`config.mk`:
```
export PLATFORM = sky130hd
export DESIGN_NAME = ram_port_arbiter
export DESIGN_NICKNAME = d
export VERILOG_FILES = /design/src/rtl/ram_port_arbiter.sv
export SDC_FILE = /design/constraint.sdc
export NUM_CORES = 1
export LEC_CHECK = 0
export CELL_PAD_IN_SITES_DETAIL_PLACEMENT = 0
export CELL_PAD_IN_SITES_GLOBAL_PLACEMENT = 1
export CORE_MARGIN = 3
export CORE_UTILIZATION = 27
export DETAILED_ROUTE_END_ITERATION = 16
export GPL_ROUTABILITY_DRIVEN = 0
export PLACE_DENSITY = 0.93
export SYNTH_ARGS = -nofsm -noshare
export SYNTH_HDL_FRONTEND = slang
export SYNTH_SLANG_ARGS = --single-unit
```
`constraint.sdc`:
```
create_clock -name sys_clk -period 3.55 [get_ports sys_clk]
set_input_delay 0.71 -clock sys_clk [delete_from_list [all_inputs] [get_ports sys_clk]]
set_output_delay 0.71 -clock sys_clk [all_outputs]
set_load 0.05 [all_outputs]
```
`src/rtl/ram_port_arbiter.sv`:
```
// ---------------------------------------------------------------------------
// ram_port_arbiter
//
// Shares the single SDRAM-controller burst port between the video-in write
// requester and the video-out read requester. Both sides use the hold/holda
// burst handshake. Arbitration is round-robin. The winner's length and
// address are latched at grant. holda is forwarded only to the granted side.
// The number of delivered beats is checked against the latched length.
//
// Optional feature macro: ARB_TIMEOUT_EN
//   When defined, a grant that sees no holda within TIMEOUT cycles enters
//   ABORT. ABORT drops hold and sets the sticky to_err flag. When the macro
//   is undefined, to_err is tied low and a grant waits indefinitely.
//
// Ports (sys_clk domain, synchronous active-high rst)
//   wr_hold / wr_burst_length / wr_burst_address / wr_burst_data
//                         write requester request, length, address and data
//   wr_holda              beat strobe back to the write requester
//   rd_hold / rd_burst_length / rd_burst_address
//                         read requester request, length and address
//   rd_holda              beat strobe back to the read requester
//   hold, burst_rw, burst_length, burst_address, burst_data
//                         request to the RAM controller (rw: 0=write, 1=read)
//   holda                 RAM controller beat strobe, one word per cycle
//   len_err               sticky beat-count mismatch
//   to_err                sticky first-beat timeout
// ---------------------------------------------------------------------------
module ram_port_arbiter #(
    parameter int LEN_W   = 9,
    parameter int ADDR_W  = 22,
    parameter int DATA_W  = 16,
    parameter int TIMEOUT = 1023
) (
    input  logic              sys_clk,
    input  logic              rst,
    input  logic              wr_hold,
    input  logic [LEN_W-1:0]  wr_burst_length,
    input  logic [ADDR_W-1:0] wr_burst_address,
    input  logic [DATA_W-1:0] wr_burst_data,
    output logic              wr_holda,
    input  logic              rd_hold,
    input  logic [LEN_W-1:0]  rd_burst_length,
    input  logic [ADDR_W-1:0] rd_burst_address,
    output logic              rd_holda,
    output logic              hold,
    output logic              burst_rw,
    output logic [LEN_W-1:0]  burst_length,
    output logic [ADDR_W-1:0] burst_address,
    output logic [DATA_W-1:0] burst_data,
    input  logic              holda,
    output logic              len_err,
    output logic              to_err
);

    localparam logic [1:0] IDLE   = 2'd0;
    localparam logic [1:0] GNT_WR = 2'd1;
    localparam logic [1:0] GNT_RD = 2'd2;
`ifdef ARB_TIMEOUT_EN
    localparam logic [1:0] ABORT  = 2'd3;
    localparam int         WAIT_W = $clog2(TIMEOUT + 1);
`endif

    logic [1:0]        state_q, state_d;
    logic              last_rd_q, last_rd_d;
    logic              rw_q, rw_d;
    logic [LEN_W-1:0]  len_q, len_d;
    logic [ADDR_W-1:0] addr_q, addr_d;
    logic [LEN_W-1:0]  beat_cnt_q, beat_cnt_d;
    logic              len_err_q, len_err_d;
`ifdef ARB_TIMEOUT_EN
    logic [WAIT_W-1:0] wait_cnt_q, wait_cnt_d;
    logic              to_err_q, to_err_d;
`endif

    // rw_q names the current owner for the whole grant (and ABORT), so it
    // also selects whose hold decides the release.
    logic owner_hold;
    assign owner_hold = rw_q ? rd_hold : wr_hold;

    always_comb begin
        // NOTE: every variable gets a default before the case so no path
        // leaves one unassigned, which would otherwise infer a latch.
        state_d    = state_q;
        last_rd_d  = last_rd_q;
        rw_d       = rw_q;
        len_d      = len_q;
        addr_d     = addr_q;
        beat_cnt_d = beat_cnt_q;
        len_err_d  = len_err_q;
`ifdef ARB_TIMEOUT_EN
        wait_cnt_d = wait_cnt_q;
        to_err_d   = to_err_q;
`endif
        case (state_q)
            IDLE: begin
                if (wr_hold || rd_hold) begin
                    // Write wins when alone, or on a tie when read went last.
                    if (wr_hold && (!rd_hold || last_rd_q)) begin
                        state_d   = GNT_WR;
                        rw_d      = 1'b0;
                        last_rd_d = 1'b0;
                        len_d     = wr_burst_length;
                        addr_d    = wr_burst_address;
                    end else begin
                        state_d   = GNT_RD;
                        rw_d      = 1'b1;
                        last_rd_d = 1'b1;
                        len_d     = rd_burst_length;
                        addr_d    = rd_burst_address;
                    end
                    beat_cnt_d = '0;
`ifdef ARB_TIMEOUT_EN
                    wait_cnt_d = '0;
`endif
                end
            end
            GNT_WR, GNT_RD: begin
                if (!owner_hold && !holda) begin
                    state_d = IDLE;
                    if (beat_cnt_q != len_q) len_err_d = 1'b1;
                end else if (holda) begin
                    if (beat_cnt_q != '1) beat_cnt_d = beat_cnt_q + LEN_W'(1);
`ifdef ARB_TIMEOUT_EN
                end else if (beat_cnt_q == '0) begin
                    // beat_cnt never returns to zero within a grant, so zero
                    // means the first holda has not yet arrived.
                    if (wait_cnt_q == WAIT_W'(TIMEOUT - 1)) begin
                        state_d  = ABORT;
                        to_err_d = 1'b1;
                    end else begin
                        wait_cnt_d = wait_cnt_q + WAIT_W'(1);
                    end
`endif
                end
            end
`ifdef ARB_TIMEOUT_EN
            ABORT: begin
                if (!owner_hold) state_d = IDLE;
            end
`endif
            default: state_d = IDLE;
        endcase
    end

    always_ff @(posedge sys_clk) begin
        if (rst) begin
            state_q    <= IDLE;
            last_rd_q  <= 1'b1;
            rw_q       <= 1'b0;
            len_q      <= '0;
            addr_q     <= '0;
            beat_cnt_q <= '0;
            len_err_q  <= 1'b0;
`ifdef ARB_TIMEOUT_EN
            wait_cnt_q <= '0;
            to_err_q   <= 1'b0;
`endif
        end else begin
            // NOTE: non-blocking assignments so every register samples the
            // pre-edge values regardless of statement order.
            state_q    <= state_d;
            last_rd_q  <= last_rd_d;
            rw_q       <= rw_d;
            len_q      <= len_d;
            addr_q     <= addr_d;
            beat_cnt_q <= beat_cnt_d;
            len_err_q  <= len_err_d;
`ifdef ARB_TIMEOUT_EN
            wait_cnt_q <= wait_cnt_d;
            to_err_q   <= to_err_d;
`endif
        end
    end

    assign hold          = (state_q == GNT_WR) || (state_q == GNT_RD);
    assign burst_rw      = rw_q;
    assign burst_length  = len_q;
    assign burst_address = addr_q;
    assign wr_holda      = (state_q == GNT_WR) && holda;
    assign rd_holda      = (state_q == GNT_RD) && holda;
    assign burst_data    = (state_q == GNT_WR) ? wr_burst_data : '0;
    assign len_err       = len_err_q;

`ifdef ARB_TIMEOUT_EN
    assign to_err = to_err_q;
`else
    assign to_err = 1'b0;
    // TIMEOUT only configures the optional timeout path.
    logic unused_timeout;
    assign unused_timeout = (TIMEOUT != 0);
`endif

endmodule
```
==> results of run 1 <==
## sequential cells by signal, indices dropped and copies added, names as in the netlist
register	flops
burst_address	22
beat_cnt_q	9
burst_length	9
state_q	2
burst_rw	1
last_rd_q	1
len_err	1
## kinds of logic (layout without fill, tap and decap cells)
logic type | after synthesis | count (layout) | share of synthesized area (%)
AOI/OAI and AO/OA | 59 | 59 | 22.9
xor gates and xnor gates | 9 | 9 | 3.85
adders and majority gates | 5 | 5 | 3.05
buffers and inverters | 23 | 152 | 4.82
DFF | 45 | 45 | 44.0
muxes | 1 | 1 | 0.549
other | 1 | 1 | 0.183
and+or+nand+nor | 84 | 84 | 20.7
## routing by layer
layer,vias to the layer above,routed length [µm],GRT usage [%]
met5,-,0,0
met2,105,3350,26.7
met3,5,655,4.83
met4,0,60,3.54
li1,1106,-,-
met1,1077,2750,17.6
## layout by cell type, fill, tap and decap left out, types with 2 or more instances in the layout
| master | n |
|---|---|
| o31ai_1 | 2 |
| a21oi_1 | 12 |
| inv_1 | 6 |
| ha_1 | 5 |
| buf_4 | 4 |
| or3_1 | 3 |
| a222oi_1 | 31 |
| a211o_1 | 2 |
| nand3_1 | 4 |
| dfxtp_1 | 45 |
| nor4b_1 | 2 |
| nor3_1 | 2 |
| clkbuf_8 | 7 |
| nand2_1 | 4 |
| nor4_1 | 2 |
| a21oi_2 | 2 |
| or4_1 | 2 |
| nand4_1 | 2 |
| clkdlybuf4s50_1 | 134 |
| o21ai_0 | 7 |
| xnor2_1 | 8 |
| nor2_1 | 40 |
| and2_1 | 19 |
## metrics by stage
step,cells,util (%),setup WS (ns),total power [W],cell area (µm²)
2_1_floorplan,227,-,1.45,0.00106,2050
3_3_place_gp,447,47.7,0.639,0.00132,3480
3_5_place_dp,447,47.7,0.600,0.00133,3480
4_1_cts,455,49.1,0.606,0.00169,3580
5_1_grt,455,49.1,0.584,0.00176,3580
6_report,455,49.1,0.618,0.00167,3580
## path summary, 6_finish.rpt
| check | from | end | slack (ns) |
|---|---|---|---|
| min | burst_address[7] | burst_address[7] | 0.51 |
| min reg2reg | burst_address[7] | burst_address[7] | 0.51 |
| max | holda | wr_holda | 0.62 |
| max reg2reg | beat_cnt_q[0] | beat_cnt_q[5] | 1.16 |
## layout make-up
type	instances	area [µm²]	share of cell area [%]
inverter	6	22.5	0.629
timing repair buffer	138	1370	38.3
tap	99	124	3.46
sequential	45	901	25.2
clock inverter	1	5.00	0.140
clock buffer	7	96.3	2.69
multi-input combinational	159	1060	29.6
## worst register-to-register path, delay by kind of cell (launching register included)
family / cells / cell delay [ns]
AO/OA/AOI/OAI: 2 / 0.61
AND/OR/NAND/NOR: 4 / 0.89
adder cells (fa/ha/maj): 2 / 0.45
flip-flops: 1 / 0.37
## power by group through the flow
stage	combinational (W)	sequential [W]	clock (W)
floorplan	0.000297	0.000759	0
CTS	0.000731	0.000595	0.000366
detailed placement	0.000728	0.000606	0
finish	0.000726	0.000595	0.000351
global placement	0.000721	0.000604	0
global route	0.000773	0.000602	0.000381
==> summary.md, run 1 <==
| Metric | Value |
|---|---|
| Detailed Route Iter0 Violations | `279` |
| Filler instances | `720` |
| Top cells by area, synth | `dfxtp_1 44%, a222oi_1 15%, nor2_1 7.3%` |
| Final setup TNS | `0 ns` |
| Crit path DAT | `2.22 ns` |
| Post-Syn Area per Cell | `9.03 µm²` |
| Router iterations before antenna repair | `7` |
| Post-layout min period | `2.93 ns` |
| Remaining DRCs | `0` |
| Top Ports | `136` |
| Worst setup EP type | `output port` |
| Total routed wirelength | `6820 µm` |
| CTS tree | `yes` |
| GRT Util Overall | `15.1%` |
| Top cell type's share of synthesized area | `44.0%` |
| Int Pwr | `0.00102 W` |
| Delay-heaviest family, CP | `buffers and inverters` |
| Gr ovfl total | `0` |
| # port buffers | `134` |
| H-tree levels | `2` |
| Worst path most repeated cell | `clkdlybuf4s50_1` |
| Post CTS Setup Buffer Count | `0` |
| Maximum capacitance violations | `0` |
| Sequential share of the synthesized area | `44.0%` |
| Hold buffer count at cts | `0` |
| Worst-path clk slew | `0.08 ns` |
| Fin crit share | `82.6%` |
| Vias per Instance | `5.04` |
| Number of synthesized flops with an enable pin | `0` |
| RSZ-0062 raised after global routing | `false` |
| Pleak | `1.30 nW` |
| Worst Path Max Fanout | `5` |
| Worst Max-Slew Pin Slew | `0.562 ns` |
| WS Path Type | `input port to output port` |
| CP peak stage delay | `0.80 ns` |
| Vias in the first global route | `2204` |
| Worst Reg-to-Reg Cells | `8` |
| CP max-delay cell | `clkdlybuf4s50_1` |
| CTS max path bufs | `2` |
| Skew-Pair Late Insertion Delay | `0.29 ns` |
| Die footprint | `8670 µm²` |
| WHS | `0.506 ns` |
| Most common cell in the netlist | `dfxtp_1` |
| Post-synth top cells | `45 x dfxtp_1, 40 x nor2_1, 31 x a222oi_1` |
| HP Class | `flop to flop` |
| CP bufs+invs | `2` |
| Synth warn | `0` |
| DR vias | `2293` |
| Post_cts resized | `0` |
| Register share of total power | `35.6%` |
| Synthesized Nets | `315` |
| Synthesized cell area | `2050 µm²` |
| Layout cell share with drive strength beyond 1 | `5.06%` |
| CP Data Required Time | `2.84 ns` |
| Maximum VDD drop | `279 µV` |
| Synth cell types | `33` |
| Max-slew violations | `0` |
| Ys async rst share | `0%` |
| Hold Vio Cnt, Final | `0` |
| Root Driver | `clkbuf_8` |
| Status | `complete, no violations` |
| Core area | `7290 µm²` |
| Count of final setup violators | `0` |
| Comb power frac | `43.4%` |
| Cell Pwr Density | `467 nW/µm²` |
| Post-detailed-route wirelength per cell | `15.0 µm` |
| Layout Skew | `0.00541 ns` |
| Worst slew margin | `62.5%` |
| Synth area leader | `dfxtp_1` |
| Post-synth top flop | `dfxtp_1` |
| Mapped Cells | `227` |
| Area delta synth->final | `74.7%` |
| Detailed Place HPWL | `4970 µm` |
| CTS buffer count | `5` |
| Fin nets | `443` |
| CTS sink count | `45` |
| Sw frac | `38.8%` |
| Crit-path cells | `clkdlybuf4s50_1, and2_1, clkdlybuf4s50_1` |
| NetSw | `0.000648 W` |
| Routed Antenna Nets | `0` |
| Antenna violations before repair | `0` |
| Part of the power in the clock network | `21.0%` |
| Fmax | `0.341 GHz` |
| First-pass GRT wire length | `10700 µm` |
| Critical Path Stages | `3` |
| Largest net degree at the start of global routing | `40` |
| Hold path cells | `2` |
| Initial Utilization | `28.1%` |
| Chip Width | `93.1 µm` |
| Die Span Y | `93.1 µm` |
| # diodes | `0` |
| Synth Register Bits | `45` |
| Row cnt | `31` |
| Crit start category | `input port` |
Power figures use the tool's default switching activity.
==> inputs of run 2 (changes only) <==
Settings changed: CORE_UTILIZATION 27 to 22, PLACE_DENSITY 0.93 to 0.82.
Clock period 3.55 ns to 2.62 ns, I/O delays scaled along.
==> summary.md, run 2 (same netlist as run 1, synthesis figures left out) <==
| Metric | Value |
|---|---|
| WS Path Type | `flop to output port` |
| Core area | `8890 µm²` |
| Max-slew violations | `0` |
| Remaining DRCs | `0` |
| CTS max path bufs | `2` |
| Worst Max-Slew Pin Slew | `0.531 ns` |
| Layout cell share with drive strength beyond 1 | `11.1%` |
| Crit-path cells | `inv_1, ha_1, clkdlybuf4s50_1` |
| Status | `complete, no violations` |
| Largest register FFs | `22` |
| Vias per Instance | `4.94` |
| Register share of total power | `35.5%` |
| Filler instances | `871` |
| Routed Antenna Nets | `0` |
| Skew-Pair Late Insertion Delay | `0.29 ns` |
| Top Ports | `136` |
| Part of the power in the clock network | `20.5%` |
| Largest net degree at the start of global routing | `34` |
| Count of final setup violators | `0` |
| WHS | `0.508 ns` |
| CTS sink count | `45` |
| Post_cts resized | `0` |
| Maximum capacitance violations | `0` |
| Fin crit share | `95.6%` |
| Detailed Route Iter0 Violations | `195` |
| CTS tree | `yes` |
| Cell Pwr Density | `632 nW/µm²` |
| Final setup TNS | `0 ns` |
| Worst-path clk slew | `0.08 ns` |
| Worst setup EP type | `output port` |
| GRT Util Overall | `12.6%` |
| Crit path DAT | `1.98 ns` |
| CTS buffer count | `5` |
| Worst slew margin | `64.5%` |
| CP Data Required Time | `2.10 ns` |
| Hold buffer count at cts | `0` |
| Cell area after layout | `3600 µm²` |
| Root Driver | `clkbuf_8` |
| CP bufs+invs | `2` |
| HP Class | `flop to flop` |
| Cell Count, Final, Fillers Out | `468` |
| DR vias | `2311` |
| Crit start category | `flop` |
| Die Span Y | `103 µm` |
| Die footprint | `10500 µm²` |
| Fmax | `0.399 GHz` |
| Detailed Place HPWL | `5550 µm` |
| Post-detailed-route wirelength per cell | `15.5 µm` |
| Delay-heaviest family, CP | `buffers and inverters` |
| # placed instances | `460` |
| Fin nets | `447` |
| # diodes | `0` |
| Sw frac | `38.7%` |
| CP peak stage delay | `0.86 ns` |
| Antenna violations before repair | `0` |
| Initial Utilization | `23.1%` |
| NetSw | `0.000880 W` |
| Pleak | `1.36 nW` |
| Worst setup path start | `state_q[0]` |
| Hold path start | `burst_address[7]` |
| Chip Width | `103 µm` |
| Worst Path Max Fanout | `7` |
| H-tree levels | `2` |
| # port buffers | `134` |
| Area delta synth->final | `75.8%` |
| Gr ovfl total | `0` |
| Hold Vio Cnt, Final | `0` |
| Comb power frac | `43.9%` |
| Maximum VDD drop | `300 µV` |
| Vias in the first global route | `2266` |
| Row cnt | `34` |
| First-pass GRT wire length | `10600 µm` |
| Commonest non-fill, non-tap cell in the layout | `clkdlybuf4s50_1` |
| Post-layout min period | `2.50 ns` |
| Layout Skew | `0.00562 ns` |
| RR Startpoint | `beat_cnt_q[0]` |
| RSZ-0062 raised after global routing | `false` |
| Post-place instance area | `3500 µm²` |
| Router iterations before antenna repair | `8` |
| CP max-delay cell | `clkdlybuf4s50_1` |
| Int Pwr | `0.00139 W` |
| Commonest non-fill, non-tap cells in the layout | `116 x clkdlybuf4s50_1, 45 x dfxtp_1, 40 x nor2_1, 31 x a222oi_1, 24 x buf_4` |
| Total routed wirelength | `7260 µm` |
| Post CTS Setup Buffer Count | `0` |
==> run 2: through the flow <==
stage          utilization [%]  total power, W  worst slack, ns
2_1_floorplan                -         0.00143            0.519
3_3_place_gp              39.4         0.00182            0.275
3_5_place_dp              39.4         0.00183            0.231
4_1_cts                   40.5         0.00231            0.103
5_1_grt                   40.5         0.00240           0.0138
6_report                  40.5         0.00228            0.116
==> run 2: final cells by class <==
class,instances,area [µm²],area share [%]
clock inverters,1,5.00,0.139
well taps,108,135,3.75
repair buffers,142,1380,38.3
inverters,6,22.5,0.625
clock buffers,7,96.3,2.67
multi-input cells,159,1060,29.5
flip-flops and latches,45,901,25.0
==> run 2: power groups by stage <==
stage / clock network, W / registers (W) / logic [W]
3_5_place_dp: 0 / 0.000824 / 0.00100
2_1_floorplan: 0 / 0.00103 / 0.000403
5_1_grt: 0.000519 / 0.000818 / 0.00106
6_report: 0.000467 / 0.000809 / 0.000999
4_1_cts: 0.000491 / 0.000809 / 0.00101
3_3_place_gp: 0 / 0.000821 / 0.000995
==> run 2: worst register-to-register path, stage by stage (launching register included) <==
cell and delay, ns:
dfxtp_1 0.36, ha_1 0.26, nand3_1 0.10, nor2_1 0.05
ha_1 0.16, nand2b_2 0.20, a211o_1 0.46, or4_1 0.52
a21oi_1 0.14
==> run 2: worst paths after layout <==
kind / to / slack, ns / depth (start not counted)
setup / recovery: hold / 0.12 / 3
setup reg to reg: beat_cnt_q[5] / 0.31 / 8
hold / removal: burst_address[7] / 0.51 / 2
hold reg to reg: burst_address[7] / 0.51 / 2
==> run 2: layer usage <==
layer | global-route usage [%] | share of wire (%) | up-vias
li1 | - | - | 1117
met1 | 14.6 | 39 | 1095
met2 | 23.2 | 53 | 92
met3 | 3.79 | 7.4 | 7
met4 | 2.22 | 1.1 | 0
met5 | 0 | 0 | -
